`src/rtl/regfile_pkg.sv`:
```
// Register-file geometry shared by the write-port arbiter and its users.
// Purely declarative: no logic and no state.
package regfile_pkg;

  localparam int NREGS    = 32;
  localparam int ADDR_W   = 5;
  localparam int DATA_W   = 64;
  localparam int ZERO_REG = 31;

  typedef logic [ADDR_W-1:0] reg_idx_t;

endpackage

```
`src/rtl/regfile_wr_arb_rr_pick.sv`:
```
// Combinational round-robin picker: first set bit of req at or after ptr, wrapping.
// Zero latency, stateless; any=0 when req is empty.
module rr_pick #(
  parameter int N  = 4,
  parameter int PW = (N > 1) ? $clog2(N) : 1
) (
  input  logic [N-1:0]  req,
  input  logic [PW-1:0] ptr,
  output logic [N-1:0]  gnt,
  output logic [PW-1:0] win,
  output logic          any
);

  int            idx;
  logic [PW-1:0] idx_w;

  always_comb begin
    gnt   = '0;
    win   = '0;
    any   = 1'b0;
    idx   = 0;
    idx_w = '0;
    for (int i = 0; i < N; i++) begin
      // Offset from the pointer, folded back into 0..N-1 for non-power-of-two N.
      idx   = (int'(ptr) + i) % N;
      idx_w = idx[PW-1:0];
      if (!any && req[idx_w]) begin
        any        = 1'b1;
        win        = idx_w;
        gnt[idx_w] = 1'b1;
      end
    end
  end

endmodule

```
`src/rtl/regfile_wr_arb.sv`:
```
// Round-robin arbiter for the register file's single write port; one-cycle registered wr_en/wr_data.
// Backpressure: stall blocks the grant that cycle only; req_ready is combinational from valid/stall/rr_ptr.
module regfile_wr_arb
  import regfile_pkg::*;
#(
  parameter int NREQ     = 4,
  parameter int DATA_W   = regfile_pkg::DATA_W,
  parameter int ADDR_W   = regfile_pkg::ADDR_W,
  parameter int NREGS    = regfile_pkg::NREGS,
  parameter int ZERO_REG = regfile_pkg::ZERO_REG,
  parameter int GW       = $clog2(NREQ)
) (
  input  logic                     clk,
  input  logic                     reset,
  input  logic [NREQ-1:0]          req_valid,
  input  logic [NREQ*ADDR_W-1:0]   req_addr,
  input  logic [NREQ*DATA_W-1:0]   req_data,
  output logic [NREQ-1:0]          req_ready,
  input  logic                     stall,
  output logic [NREGS-1:0]         wr_en,
  output logic [DATA_W-1:0]        wr_data,
  output logic [GW-1:0]            grant_id
);

  logic [GW-1:0]     rr_ptr;
  logic [NREQ-1:0]   gnt;
  logic [GW-1:0]     win;
  logic              any;
  logic              hs;
  logic [ADDR_W-1:0] win_addr;
  logic [DATA_W-1:0] win_data;
  logic              addr_ok;

  rr_pick #(.N(NREQ), .PW(GW)) u_pick (
    .req (req_valid),
    .ptr (rr_ptr),
    .gnt (gnt),
    .win (win),
    .any (any)
  );

  // Ready is forced low during reset so nothing handshakes into a state that is being cleared.
  assign hs        = any && !stall && reset;
  assign req_ready = hs ? gnt : '0;

  always_comb begin
    win_addr = '0;
    win_data = '0;
    for (int i = 0; i < NREQ; i++) begin
      if (gnt[i]) begin
        win_addr = req_addr[i*ADDR_W +: ADDR_W];
        win_data = req_data[i*DATA_W +: DATA_W];
      end
    end
  end

  // Out-of-range indices behave like the hardwired-zero register: accepted, never written.
  assign addr_ok = (win_addr != ADDR_W'(ZERO_REG)) && (int'(win_addr) < NREGS);

  always_ff @(posedge clk or negedge reset) begin
    if (!reset) begin
      rr_ptr   <= '0;
      wr_en    <= '0;
      wr_data  <= '0;
      grant_id <= '0;
    end else begin
      wr_en <= '0;
      if (hs) begin
        rr_ptr   <= (win == GW'(NREQ - 1)) ? '0 : win + 1'b1;
        wr_data  <= win_data;
        grant_id <= win;
        if (addr_ok) wr_en <= NREGS'(1) << win_addr;
      end
    end
  end

endmodule
```
`config.mk`:
```
export PLATFORM = sky130hd
export DESIGN_NAME = regfile_wr_arb
export DESIGN_NICKNAME = d
export VERILOG_FILES = /design/src/rtl/regfile_pkg.sv /design/src/rtl/regfile_wr_arb_rr_pick.sv /design/src/rtl/regfile_wr_arb.sv
export SDC_FILE = /design/constraint.sdc
export NUM_CORES = 1
export LEC_CHECK = 0
export CAP_MARGIN = 20
export CORE_AREA = 5 5 148 150
export CTS_BUF_LIST = sky130_fd_sc_hd__clkbuf_4
export CTS_CLUSTER_SIZE = 40
export DETAILED_ROUTE_END_ITERATION = 16
export DIE_AREA = 0 0 153 155
export PLACE_DENSITY = 0.64
export SLEW_MARGIN = 20
export SYNTH_ARGS = -nofsm -noshare
export SYNTH_HDL_FRONTEND = slang
export SYNTH_SLANG_ARGS = --single-unit
export TNS_END_PERCENT = 30
```
`constraint.sdc`:
```
create_clock -name clk -period 5 [get_ports clk]
set_input_delay 0.5 -clock clk [delete_from_list [all_inputs] [get_ports clk]]
set_output_delay 0.5 -clock clk [all_outputs]
set_load 0.02 [all_outputs]
```
==> results.txt, run 1 <==
IR analysis of the VDD net gives a maximum drop of 0.250 mV. The number of setup buffers added after CTS is 0. Setup violations remaining at the end of the flow were counted as 0.

Post-place setup slack: 0.606 ns. For this design, the sink count on the clock tree is 100. The startpoint identified for the worst register-to-register timing path is rr_ptr[1]$_DFFE_PN0P_. Counting every net in the synthesized netlist gives 942. In this run the number of cells on the critical path is 9. The tools report the final hold violation count as 0. The fraction of synthesized cell area in xor and xnor cells came out at 0.147%. The post-route netlist has 6.62% of its cells at a drive strength greater than 1. Sequential cells were found to cover 41.9% of the synthesized design area.

The critical hold path startpoint was grant_id[1]$_DFFE_PN0P_. Highest fanout seen on the critical path: 32. The pre-antenna-repair detailed-routing pass consisted of 5 iterations. The run gives 423 as the starting DRC count in detailed routing.

The slowest stage of the critical path is the dfrtp_1 cell. For this run, design rule violations remaining after detail routing come to 0. The die span in y was 155 µm; the via total after detailed routing was 6681. Antenna violation net count after detailed routing: 0.

The final layout contains routed wiring with a total length of 27200 µm. The share of flip-flops with an asynchronous set or reset came out at 100%. The last weighted congestion value of the routability-driven placer was 0.835; the count of final max-slew check failures was 0. For the final routed database, the setup TNS stands at 0 ns. The logs give 385 for the number of primary I/O pins and 652 for the synthesized netlist cell count.

Global routing finished with a remaining overflow of 0. The die covers 23700 µm². Together, buffers and inverters on the worst path number 3. The run gives 10000 µm² as the cell area after placement. The tightest hold path in the finished design has a slack of 0.501 ns. The final layout contains 1282 nets. For the worst setup path, the data required time is 4.50 ns. Measured along the x axis, the die boundary spans 153 µm. The floorplan has 53 rows. The largest clock skew in the final design was 0.0195 ns. The flow ran to the end, and the final reports show no timing, DRC or antenna violations. The cell area after synthesis was 5980 µm²; the half-perimeter wire length of the detailed placement result was 20400 µm.

The synthesized netlist devotes 33.4% of its cell area to compound gates. The total leakage power was 4.16 nW; the worst-case headroom to the max-slew limit was 38.7%. Summing the areas of all and, or, nand and nor instances in the mapped netlist gives 15.5% of the synthesized area. The run gives 0.54 ns as the setup slack of the most critical reg-to-reg path.

Static timing analysis puts the maximum clock frequency at 221 MHz. The hold-critical path endpoint was grant_id[1]$_DFFE_PN0P_. TritonCTS built the clock tree. The run gives 3 as the number of antenna violations at the first check in global routing. The dominant combinational cell family by area after synthesis is compound AO/OA/AOI/OAI gates. The tools report the share of the core filled with cells in the final layout as 49.4%. In this run, distinct cell masters in the synthesized netlist total 50. The TritonCTS buffer count was 9; the worst-margin pin slew was 0.920 ns. Setup repair after global routing left no endpoint under its margin. The total core area was 20600 µm²; the mux contribution to synthesized area was 2.24%.

The count of placed standard cells including taps was 1255; the signed area change from the synthesized netlist to the final layout was 70.1%. With fillers left out, the area of the finished cells amounts to 10200 µm². The category of the worst setup path capture point was an output pin.

The first global-routing pass estimated 41100 µm of wire. Walking the worst path, the cells encountered are inv_1 -> ha_1 -> mux4_2 -> nand3b_1 -> a21oi_1 -> a221oi_4 -> buf_4 -> nor2_1 -> clkdlybuf4s50_1. The final critical path takes up 90.3% of the cycle. The buffer type at the clock tree root is clkbuf_4. The routed design could run at a clock period as short as 4.52 ns. The run gives 22.0% as the global-route usage over all layers. The clock-pin slew on the worst setup and hold paths was 0.17 ns. The synthesized netlist devotes 1.47% of its cell area to adder and majority cells.

The data arrival time at the worst-slack endpoint was 4.02 ns. Leading area contributor after synthesis: dfrtp_1. Dividing the detail-routed via count by the number of cells gives 5.24. The post-layout worst setup margin is 0.485 ns, and the per-instance average area after synthesis is 9.17 µm². Max-cap violations in this run came to 0. In the post-synthesis netlist, the biggest area contributors are dfrtp_1 42%, o21ai_0 11%, a221o_1 11%. In the final routed layout, each cell accounts on average for 21.3 µm. The tools report the via count of the first global-routing pass as 6827.

At the later pin of the worst-skew pair, clock insertion delay measures 0.46 ns. On the worst path, the slowest cell contributes a delay of 0.73 ns. The clock passes through at most 2 buffers. Entering global routing, the biggest net connects 73 pins. The tightest min-delay check is of the register to register type. The run gives 1274 as the final standard cell count with taps included and fillers excluded.

Most used flip-flop cell after synthesis: dfrtp_1. Dividing total power by cell area gives a power density of 561 nW/µm². The number of synthesized register bits is 100. The number of cells traversed by the worst register-to-register path works out to 10.

The number of synthesized flops with an enable pin works out to 0. The launching element type of the critical path was a register. The H-tree was split into 3 levels.

The worst hold path was traced through 2 stages. The number of buffers added on ports came out at 384. The top cell type by area accounts for 41.9% of the synthesized area. In this run the critical register-to-register path is captured at wr_en[4]$_DFF_PN0_.

For the number of warnings issued by yosys, the log shows 0. The start-to-end type of the worst setup path was register to output pin. The final total power was 5.70 mW; the initial standard-cell utilization of the core was 29.1%. On the critical path the largest part of the delay comes from buffers and inverters.
## cells in the mapped netlist, types with 7 or more instances
cell / n
a21oi_1: 69
a221o_1: 67
and3_1: 66
buf_2: 9
clkbuf_1: 54
dfrtp_1: 100
ha_1: 7
nand2_1: 18
nor2_1: 11
nor3_1: 16
nor3_2: 16
o21ai_0: 136
## timing repair
| item | CTS | global route |
|---|---|---|
| setup endpoints to repair | 0 | 0 |
| hold buffers | 1 | 0 |
| endpoints found under the hold margin | 28 | 0 |
| gates resized for setup | 0 | 0 |
## worst min-delay path, cell delays in order, from the launching register on
cell and delay (ns):
dfrtp_1 0.38, nand2_1 0.05, nand2_1 0.06
## report_power, final
part           total (mW)  switching, mW  internal [mW]  leakage (nW)
Sequential           1.23          0.157           1.08          1.30
Combinational        4.00           2.34           1.67          2.78
Clock               0.459          0.292          0.167        0.0814
Total                5.70           2.79           2.91          4.16
## cells by family after synthesis
family | Yosys count
AOI/OAI and AO/OA | 305
xor gates and xnor gates | 1
adders and majority gates | 7
buffers and inverters | 78
DFF | 100
muxes | 9
other | 1
and+or+nand+nor | 151
## state kept, by name (all words and copies together) (netlist names), named ones only
name,cells
grant_id,2
rr_ptr,1
wr_data,64
wr_en,32
## how the worst max path moves through the flow
stage,startpoint,to
final,rr_ptr[1]$_DFFE_PN0P_,req_ready[2]
after global routing,rr_ptr[1]$_DFFE_PN0P_,req_ready[2]
after CTS,rr_ptr[1]$_DFFE_PN0P_,req_ready[2]
after detailed placement,rr_ptr[1]$_DFFE_PN0P_,wr_en[4]$_DFF_PN0_
after floorplan,register,wr_en[10]$_DFF_PN0_
after global placement,rr_ptr[1]$_DFFE_PN0P_,wr_en[10]$_DFF_PN0_
## metal layers
| layer | vias up | part of all wire, % | global-route usage (%) |
|---|---|---|---|
| met3 | 30 | 6.8 | 5.87 |
| met2 | 274 | 49 | 37.4 |
| li1 | 3190 | - | - |
| met4 | 2 | 2.3 | 5.85 |
| met5 | - | 0.040 | 0 |
| met1 | 3185 | 42 | 27.9 |
## cells in the final DEF, fill, tap and decap left out, drive strengths merged, types with 2 or more instances in the layout
cell type	count
buf	17
nor2	11
inv	7
and3b	3
o22ai	2
a221o	67
nor2b	2
ha	7
or4	2
mux2	2
o211ai	4
a221oi	9
nand3b	3
nand2	18
nor3	32
a22o	2
nand3	2
a21oi	69
clkinv	3
mux2i	4
o2bb2ai	4
nand2b	4
o41ai	2
and3	66
nor3b	2
diode	2
mux4	3
clkbuf	11
clkdlybuf4s50	383
dfrtp	100
o21ai	137
and2	4
a22oi	2
## cell type report
cell class | instances | area [µm²]
timing repair buffer | 401 | 3970
sequential | 100 | 2500
clock buffer | 11 | 82.6
clock inverter | 5 | 61.3
inverter | 6 | 22.5
tap | 275 | 344
fill | 1954 | 10400
multi-input combinational | 474 | 3170
antenna | 2 | 5.00
(Power assumes the default switching activity.)
==> inputs of run 2 (changes only) <==
- HOLD_SLACK_MARGIN: default -> 0.12
==> results of run 2 <==
Final layout, timing and power as in run 1 (identical DEF).
